===== config.mk =====
export PLATFORM = sky130hd
export DESIGN_NAME = io_mode_ctrl
export DESIGN_NICKNAME = d
export VERILOG_FILES = /design/src/rtl/io_ctrl_pkg.sv /design/src/rtl/io_mode_ctrl_debounce_channel.sv /design/src/rtl/io_mode_ctrl.sv
export SDC_FILE = /design/constraint.sdc
export NUM_CORES = 1
export LEC_CHECK = 0
export CELL_PAD_IN_SITES_DETAIL_PLACEMENT = 1
export CELL_PAD_IN_SITES_GLOBAL_PLACEMENT = 1
export CORE_UTILIZATION = 48
export DETAILED_ROUTE_END_ITERATION = 8
export PLACE_DENSITY_LB_ADDON = 0.1
export SLEW_MARGIN = 20
export SYNTH_ARGS = -nofsm -noshare
export SYNTH_HDL_FRONTEND = slang
export SYNTH_SLANG_ARGS = --single-unit

===== constraint.sdc =====
create_clock -name CLK -period 4.7 [get_ports CLK]
set_input_delay 0.705 -clock CLK [delete_from_list [all_inputs] [get_ports CLK]]
set_output_delay 0.705 -clock CLK [all_outputs]
set_load 0.01 [all_outputs]

===== src/rtl/io_ctrl_pkg.sv =====
// Shared types and helpers for the OTTER board I/O control block (io_mode_ctrl).
package io_ctrl_pkg;

    typedef enum logic {
        IDLE,
        PENDING
    } mode_state_t;

    typedef enum logic [1:0] {
        HOLD_CALIB,
        HOLD_COUNT,
        RUN
    } rst_state_t;

    // Bits needed for a counter that must hold max_val.
    function automatic int cnt_width(input int max_val);
        return (max_val < 2) ? 1 : $clog2(max_val + 1);
    endfunction

endpackage


===== src/rtl/io_mode_ctrl_debounce_channel.sv =====
// One push-button channel: 2-flop synchroniser, stability counter, rising-edge pulse.
// Defining DEBOUNCE_BYPASS_EN drops the counter and passes the synchronised level through.
module debounce_channel
    import io_ctrl_pkg::*;
#(
    parameter int DB_CYCLES = 500000
) (
    input  logic CLK,
    input  logic RST,
    input  logic btn,
    output logic db,
    output logic pulse
);

    logic [1:0] sync;
    logic       db_d;

    // NOTE: every flop here uses non-blocking assignment so the chain shifts one stage per edge.
    always_ff @(posedge CLK or posedge RST) begin
        if (RST) begin
            sync  <= '0;
            db_d  <= 1'b0;
            pulse <= 1'b0;
        end else begin
            sync  <= {sync[0], btn};
            db_d  <= db;
            pulse <= db & ~db_d;
        end
    end

`ifdef DEBOUNCE_BYPASS_EN
    assign db = sync[1];
`else
    localparam int CW = cnt_width(DB_CYCLES - 1);

    logic [CW-1:0] cnt;
    logic          db_q;

    // Any disagreement that does not last DB_CYCLES cycles is discarded.
    always_ff @(posedge CLK or posedge RST) begin
        if (RST) begin
            cnt  <= '0;
            db_q <= 1'b0;
        end else if (sync[1] == db_q) begin
            cnt <= '0;
        end else if (cnt == CW'(DB_CYCLES - 1)) begin
            db_q <= ~db_q;
            cnt  <= '0;
        end else begin
            cnt <= cnt + 1'b1;
        end
    end

    assign db = db_q;
`endif

endmodule


===== src/rtl/io_mode_ctrl.sv =====
// OTTER board control: button debounce, MCU reset sequencing and idle-safe UART mode routing.
// Build option: DEBOUNCE_BYPASS_EN (see debounce_channel).
module io_mode_ctrl
    import io_ctrl_pkg::*;
#(
    parameter int NUM_BTNS     = 4,
    parameter int DB_CYCLES    = 500000,
    parameter int NUM_MODES    = 2,
    parameter int MODE_BTN_IDX = 0,
    parameter int RST_BTN_IDX  = 1,
    parameter int RST_HOLD     = 16,
    parameter int IDLE_CYCLES  = 32
) (
    input  logic                         CLK,
    input  logic                         RST,
    input  logic [NUM_BTNS-1:0]          BTN,
    input  logic                         init_calib_complete,
    input  logic                         srx,
    output logic                         stx,
    input  logic [NUM_MODES-1:0]         tx_in,
    output logic [NUM_MODES-1:0]         rx_out,
    output logic [NUM_BTNS-1:0]          DB_BTN,
    output logic [NUM_BTNS-1:0]          BTN_PULSE,
    output logic [$clog2(NUM_MODES)-1:0] MODE,
    output logic                         MODE_PENDING,
    output logic                         CPU_RESET
);

    localparam int MW = $clog2(NUM_MODES);
    localparam int IW = cnt_width(IDLE_CYCLES);
    localparam int HW = cnt_width(RST_HOLD);

    for (genvar g = 0; g < NUM_BTNS; g++) begin : g_btn
        debounce_channel #(.DB_CYCLES(DB_CYCLES)) u_db (
            .CLK   (CLK),
            .RST   (RST),
            .btn   (BTN[g]),
            .db    (DB_BTN[g]),
            .pulse (BTN_PULSE[g])
        );
    end

    assign stx = tx_in[MODE];

    // NOTE: rx_out gets a full default before the indexed write so no latch is inferred.
    always_comb begin
        rx_out       = '1;
        rx_out[MODE] = srx;
    end

    function automatic logic [MW-1:0] wrap_inc(input logic [MW-1:0] m);
        return (m == MW'(NUM_MODES - 1)) ? '0 : m + 1'b1;
    endfunction

    mode_state_t   mode_state;
    logic [MW-1:0] target;
    logic [IW-1:0] idle_cnt;
    logic [IW-1:0] idle_next;
    logic          mode_press;
    logic          apply;

    always_comb begin
        idle_next = '0;
        if (tx_in[MODE])
            idle_next = (idle_cnt == IW'(IDLE_CYCLES)) ? idle_cnt : idle_cnt + 1'b1;
    end

    assign mode_press = BTN_PULSE[MODE_BTN_IDX];
    assign apply      = (mode_state == PENDING) && (idle_next == IW'(IDLE_CYCLES));

    always_ff @(posedge CLK or posedge RST) begin
        if (RST) begin
            mode_state   <= IDLE;
            MODE         <= '0;
            target       <= '0;
            idle_cnt     <= '0;
            MODE_PENDING <= 1'b0;
        end else begin
            idle_cnt <= apply ? '0 : idle_next;
            if (apply) begin
                MODE <= target;
                // A press coinciding with the switch opens a fresh request from the new mode.
                if (mode_press) begin
                    target       <= wrap_inc(target);
                    mode_state   <= PENDING;
                    MODE_PENDING <= 1'b1;
                end else begin
                    mode_state   <= IDLE;
                    MODE_PENDING <= 1'b0;
                end
            end else if (mode_press) begin
                target       <= (mode_state == IDLE) ? wrap_inc(MODE) : wrap_inc(target);
                mode_state   <= PENDING;
                MODE_PENDING <= 1'b1;
            end
        end
    end

    rst_state_t    rst_state;
    logic [HW-1:0] hold_cnt;

    always_ff @(posedge CLK or posedge RST) begin
        if (RST) begin
            rst_state <= HOLD_CALIB;
            hold_cnt  <= '0;
            CPU_RESET <= 1'b1;
        end else if (!init_calib_complete) begin
            rst_state <= HOLD_CALIB;
            CPU_RESET <= 1'b1;
        end else begin
            case (rst_state)
                HOLD_CALIB: begin
                    rst_state <= HOLD_COUNT;
                    hold_cnt  <= HW'(RST_HOLD);
                    CPU_RESET <= 1'b1;
                end
                HOLD_COUNT: begin
                    if (hold_cnt == '0) begin
                        rst_state <= RUN;
                        CPU_RESET <= 1'b0;
                    end else begin
                        hold_cnt <= hold_cnt - 1'b1;
                    end
                end
                RUN: begin
                    if (BTN_PULSE[RST_BTN_IDX]) begin
                        rst_state <= HOLD_COUNT;
                        hold_cnt  <= HW'(RST_HOLD);
                        CPU_RESET <= 1'b1;
                    end
                end
                default: begin
                    rst_state <= HOLD_CALIB;
                    CPU_RESET <= 1'b1;
                end
            endcase
        end
    end

endmodule


# Word level (Yosys, flattened, before mapping)

Index checks and enable logic that the tools add are counted.

Flip-flop bits (word level): 113
Input bits: 10
Output and inout port bits: 14

Add/sub/neg operators: 8
Order comparisons: 2
Eq/ne operators: 16
Mux-type cells: 35
Bitwise operators: 18
Reductions and logical operators: 12

Operators with widths:

| kind                    | count |
|---|---|
| $mux W19                | 8 |
| $add A19 B1 Y19 const B | 4 |
| $eq A19 B19 Y1 const B  | 4 |
| $mux W6                 | 3 |
| $mux W1                 | 15 |
| $pmux W5 S3             | 1 |
| $eq A6 B6 Y1 const B    | 2 |
| $not A1 Y1              | 12 |
| $mux W5                 | 2 |
| $reduce_and A2 Y1       | 5 |
| $add A6 B1 Y6 const B   | 1 |
| $mux W2                 | 3 |
| $pmux W2 S3             | 1 |
| $logic_not A5 Y1        | 1 |
| $sub A5 B1 Y5 const B   | 1 |
| $and A1 B1 Y1           | 4 |
| $eq A1 B1 Y1            | 4 |
| $reduce_and A4 Y1       | 1 |
| $ne A3 B2 Y1 const B    | 1 |
| $ne A3 B3 Y1 const B    | 1 |
| $reduce_bool A3 Y1      | 1 |
| $add A1 B1 Y1 const B   | 2 |
| $eq A2 B1 Y1 const B    | 1 |
| $eq A2 B2 Y1 const B    | 1 |
| 11 further kinds        | 12 |

# Logic depth before layout (Yosys ltp)

Depth in word-level cells: 6
Mapped depth: 7

# By module

A second synthesis with hierarchy kept.

Cell total of the unflattened synthesis: 517
Area total of the unflattened synthesis: 5535.3 µm²

Modules (own cells, without submodules):

| module           | times used | cells an instance | area each (µm²) | sequential area each (µm²) |
|---|---|---|---|---|
| debounce_channel | 4          | 106               | 1147.4          | 600.6 |
| io_mode_ctrl     | 1          | 93                | 945.9           | 426.7 |

# Worst setup path after synthesis

OpenSTA, ideal clock, no wires.

Path kind: input -> register
Start point: in tx_in[1]
End point: reg MODE
Arrival time: 1741 ps
Data required time: 4572 ps
Path slack: 2832 ps
Stages on the path: 5
Buffers on the path: 0
Cell sequence: mux2i_2 a211oi_1 a31oi_1 nor3_2 mux2_1

Word-level cells in the longest chain between the ends: 5

Ends and longest elaborated chain:

| item                                        | RTL line           | RTL |
|---|---|---|
| start: declaration                          | io_mode_ctrl.sv:20 | `input logic [NUM_MODES-1:0] tx_in,` |
| $mux W1 (not written as such) (2 in series) | io_mode_ctrl.sv:64 | `if (tx_in[MODE])` |
| $mux W6                                     | io_mode_ctrl.sv:64 |  |
| $eq A6 B6 Y1                                | io_mode_ctrl.sv:69 | `assign apply = (mode_state == PENDING) && (idle_next == IW'(IDLE_CYCLES));` |
| $logic_and A1 B1 Y1                         | io_mode_ctrl.sv:69 |  |
| end signal: assignment                      | io_mode_ctrl.sv:81 | `MODE <= target;` |
| end: declaration                            | io_mode_ctrl.sv:24 | `output logic [$clog2(NUM_MODES)-1:0] MODE,` |

Every way passes these cells. The select of a mux whose other input is x is not followed.
A chain may end at the register's enable or synchronous reset.

# Worst setup path after layout

Start point: in tx_in[1]
End point: out stx

Word-level cells in the longest chain between the ends: 2

Ends and longest elaborated chain:

| item                                        | RTL line           | RTL |
|---|---|---|
| $mux W1 (not written as such) (2 in series) | io_mode_ctrl.sv:43 | `assign stx = tx_in[MODE];` |
| end: declaration                            | io_mode_ctrl.sv:19 | `output logic stx,` |

Every way passes these cells. The select of a mux whose other input is x is not followed.

==> flow_metrics.tcl <==
set metrics [dict create \
    outcome "complete, no violations" \
    holdWs_ns 0.3505 \
    synth-compound-area-share 0.01533 \
    cp_data_arrival_time_ns 2.12 \
    finalMaxSlewViolations 0 \
    p_per_area_nw_per_um2 404.5 \
    rsz0062_at_grt "false" \
    hold_depth 0 \
    cp.required_ns 3.99 \
    numCtsBuffers 17 \
    clk_pin_slew_worst_paths_ns 0.06 \
    synthFlopType "dfrtp_1" \
    dr.pass1.iters 4 \
    grt_pass1_vias 4020 \
    dpl_cell_area_um2 5657 \
    fmax_ghz 0.3543 \
    worstSetupPathType "input port to primary output" \
    post-route-period-util 0.6006 \
    synth_seq_area_share 0.5252 \
    layout-drive-gt1-share 0.09187 \
    final_cell_area_um2 6279 \
    fp.dieH_um 107.9 \
    whs_endpoint "g_btn[3].u_db.sync[1]" \
    reg2reg_to "g_btn[2].u_db.cnt[11]" \
    avgSynthCellArea_um2 10.14 \
    clk_latency_ns 0.51 \
    rows 38 \
    ys_ff_latch 113 \
    timing.reg2reg.setup_slack_ns 2.48 \
    dpl.hpwl_um 7295 \
    cp_max_fo 9 \
    overflow 0 \
    final_util 0.5766 \
    slew_headroom 0.5365 \
    final.fill_count 1178 \
    ys_types 46 \
    layout_common_cells "112 x dfrtp_1, 106 x nor2_1, 57 x xnor2_1, 33 x nand3_1, 32 x nand2_1" \
    synth-simple-area-share 0.2465 \
    dieArea_um2 11650 \
    antenna_left 0 \
    diodes 0 \
    nets 571 \
    reg2reg_depth 5 \
    first_iter_violations 158 \
    die_x_um 107.9 \
    synth-warning-count 0 \
    grt_usage 0.2223 \
    syn-num-nets 549 \
    routed_wl_um 11290 \
    tightestPinTransition_ns 0.6953 \
    synth-edff-count 0 \
    grt_first_pass_wirelength_um 19580 \
    endpoint_kind "primary output" \
    cap_violations 0 \
    cts.hold.buffers_added 0 \
    clockRootBuffer "clkbuf_8" \
    grt_max_degree 56 \
    leakage_nw 2.609 \
    synthesis.area_um2 5386 \
    clock-skew-final_ns 0.008115 \
    stdcell_count 706 \
    synthCells 531 \
    hp-start "g_btn[3].u_db.sync[0]" \
    htree_levels 4 \
    antenna_found_initial 0 \
    start_util 0.4947 \
    async_flop_share 1.000 \
    cts_resized 0 \
    min_path_type "flop to flop" \
    synthXorXnorAreaFrac 0.1301 \
    synth_mux_area_frac 0.02067 \
    cts_buffer_depth 2 \
    gp_congestion 0.7702 \
    ir_drop_mv 0.2486 \
    routed_via_density 5.255 \
    syn_to_final_growth_pct 16.56 \
    finalSetupTns_ns 0 \
    vias 3710 \
    avgRoutedWirePerCell_um 16.00 \
    post-route-min-period_ns 2.823 \
    coreArea_um2 10890 \
    hold_violations 0 \
    layout_commonest_cell "dfrtp_1" \
    cts_tree "done" \
    yosys.area_share.adder 0.01858 \
    cts_sinks 113 \
    synth_top_family_by_area "simple AND/OR/NAND/NOR gates" \
    reg2reg_from "g_btn[2].u_db.cnt[0]" \
    io_buffer_count 23 \
    placed_cells 674 \
    postCtsSetupRepairBufs 0 \
    start_kind "input port" \
    finalSetupViolCount 0 \
    ios 24 \
    drc_errors 0 \
]
cell families (layout without fill, tap and decap cells):
group	Yosys count	count (layout)
multiplexers	10	10
adder cells (fa/ha/maj)	8	8
buffers and inverters	44	79
AO/OA/AOI/OAI	12	12
flip-flops	113	113
XOR/XNOR	80	80
AND/OR/NAND/NOR	264	264
through the flow:
stage,power [mW],worst slack [ns]
global route,2.645,1.762
detailed placement,1.216,1.880
floorplan,1.167,1.009
global placement,1.205,1.940
CTS,2.580,1.857
finish,2.540,1.877
state kept, by name, indices dropped and copies added, names as in the netlist, 2 cells and up:
register and cells:
g_btn.u_db.cnt 76, rst_state 2, g_btn.u_db.pulse 4, g_btn.u_db.db_d 4, g_btn.u_db.sync 8, g_btn.u_db.db 4, idle_cnt 6, hold_cnt 5
cell usage after synthesis, types with 2 or more instances:
cell,instances,share of area
nand4_1,10,0.012
mux2i_1,3,0.0056
inv_1,22,0.015
nand2_1,32,0.022
clkbuf_1,2,0.0014
nor3_1,19,0.018
nor2_2,3,0.0035
or2_1,4,0.0046
xnor2_1,57,0.093
buf_2,5,0.0046
nand3_1,33,0.031
buf_6,2,0.0042
nor2b_1,8,0.0093
and4_1,9,0.015
nand2b_1,5,0.0058
nor2_1,106,0.074
nor4_4,2,0.0079
and3_1,5,0.0058
o21ai_0,3,0.0028
nand3b_1,3,0.0042
xor2_1,23,0.037
nor4b_1,2,0.0033
buf_4,13,0.018
and2_1,3,0.0035
nor3_2,4,0.0074
nor4_1,8,0.0093
dfrtp_1,112,0.52
or3_1,4,0.0046
mux2_2,5,0.010
ha_1,8,0.019
per-layer routing:
metal  wire (µm)  global-route usage  part of all wire
met5           0                   0                 0
met4         135             0.08317             0.012
met3         271             0.06570             0.024
met2        5941              0.3814              0.53
met1        4944              0.2636              0.44
worst max-delay path by stage:
stage	from	end	slack [ns]	cells past startpoint
floorplan	RST	MODE	1.01	1
global placement	tx_in[0]	stx	1.94	4
detailed placement	tx_in[1]	stx	1.88	4
CTS	tx_in[1]	stx	1.86	4
global route	tx_in[1]	stx	1.76	4
finish	tx_in[1]	stx	1.88	4
report_power, final:
| part | switching, mW | internal (mW) | leakage [nW] | total (mW) |
|---|---|---|---|---|
| sequential | 0.0321 | 1.01 | 1.53 | 1.04 |
| combinational | 0.0983 | 0.0611 | 0.774 | 0.159 |
| clock | 0.439 | 0.901 | 0.301 | 1.34 |
| total | 0.569 | 1.97 | 2.61 | 2.54 |
worst max-delay path: stages:
cell and delay (ns):
clkdlybuf4s50_1 0.41, mux2i_2 0.42, inv_1 0.09, clkdlybuf4s50_1 0.49
area by class of cell:
type | instances | area [µm²] | share of cell area
flip-flops and latches | 113 | 2829 | 0.4506
multi-input cells | 374 | 2322 | 0.3699
clock buffers | 22 | 462.9 | 0.07373
repair buffers | 25 | 245.2 | 0.03906
well taps | 140 | 175.2 | 0.02790
clock inverters | 10 | 158.9 | 0.02531
inverters | 22 | 85.08 | 0.01355
Power figures use the tool's default switching activity.
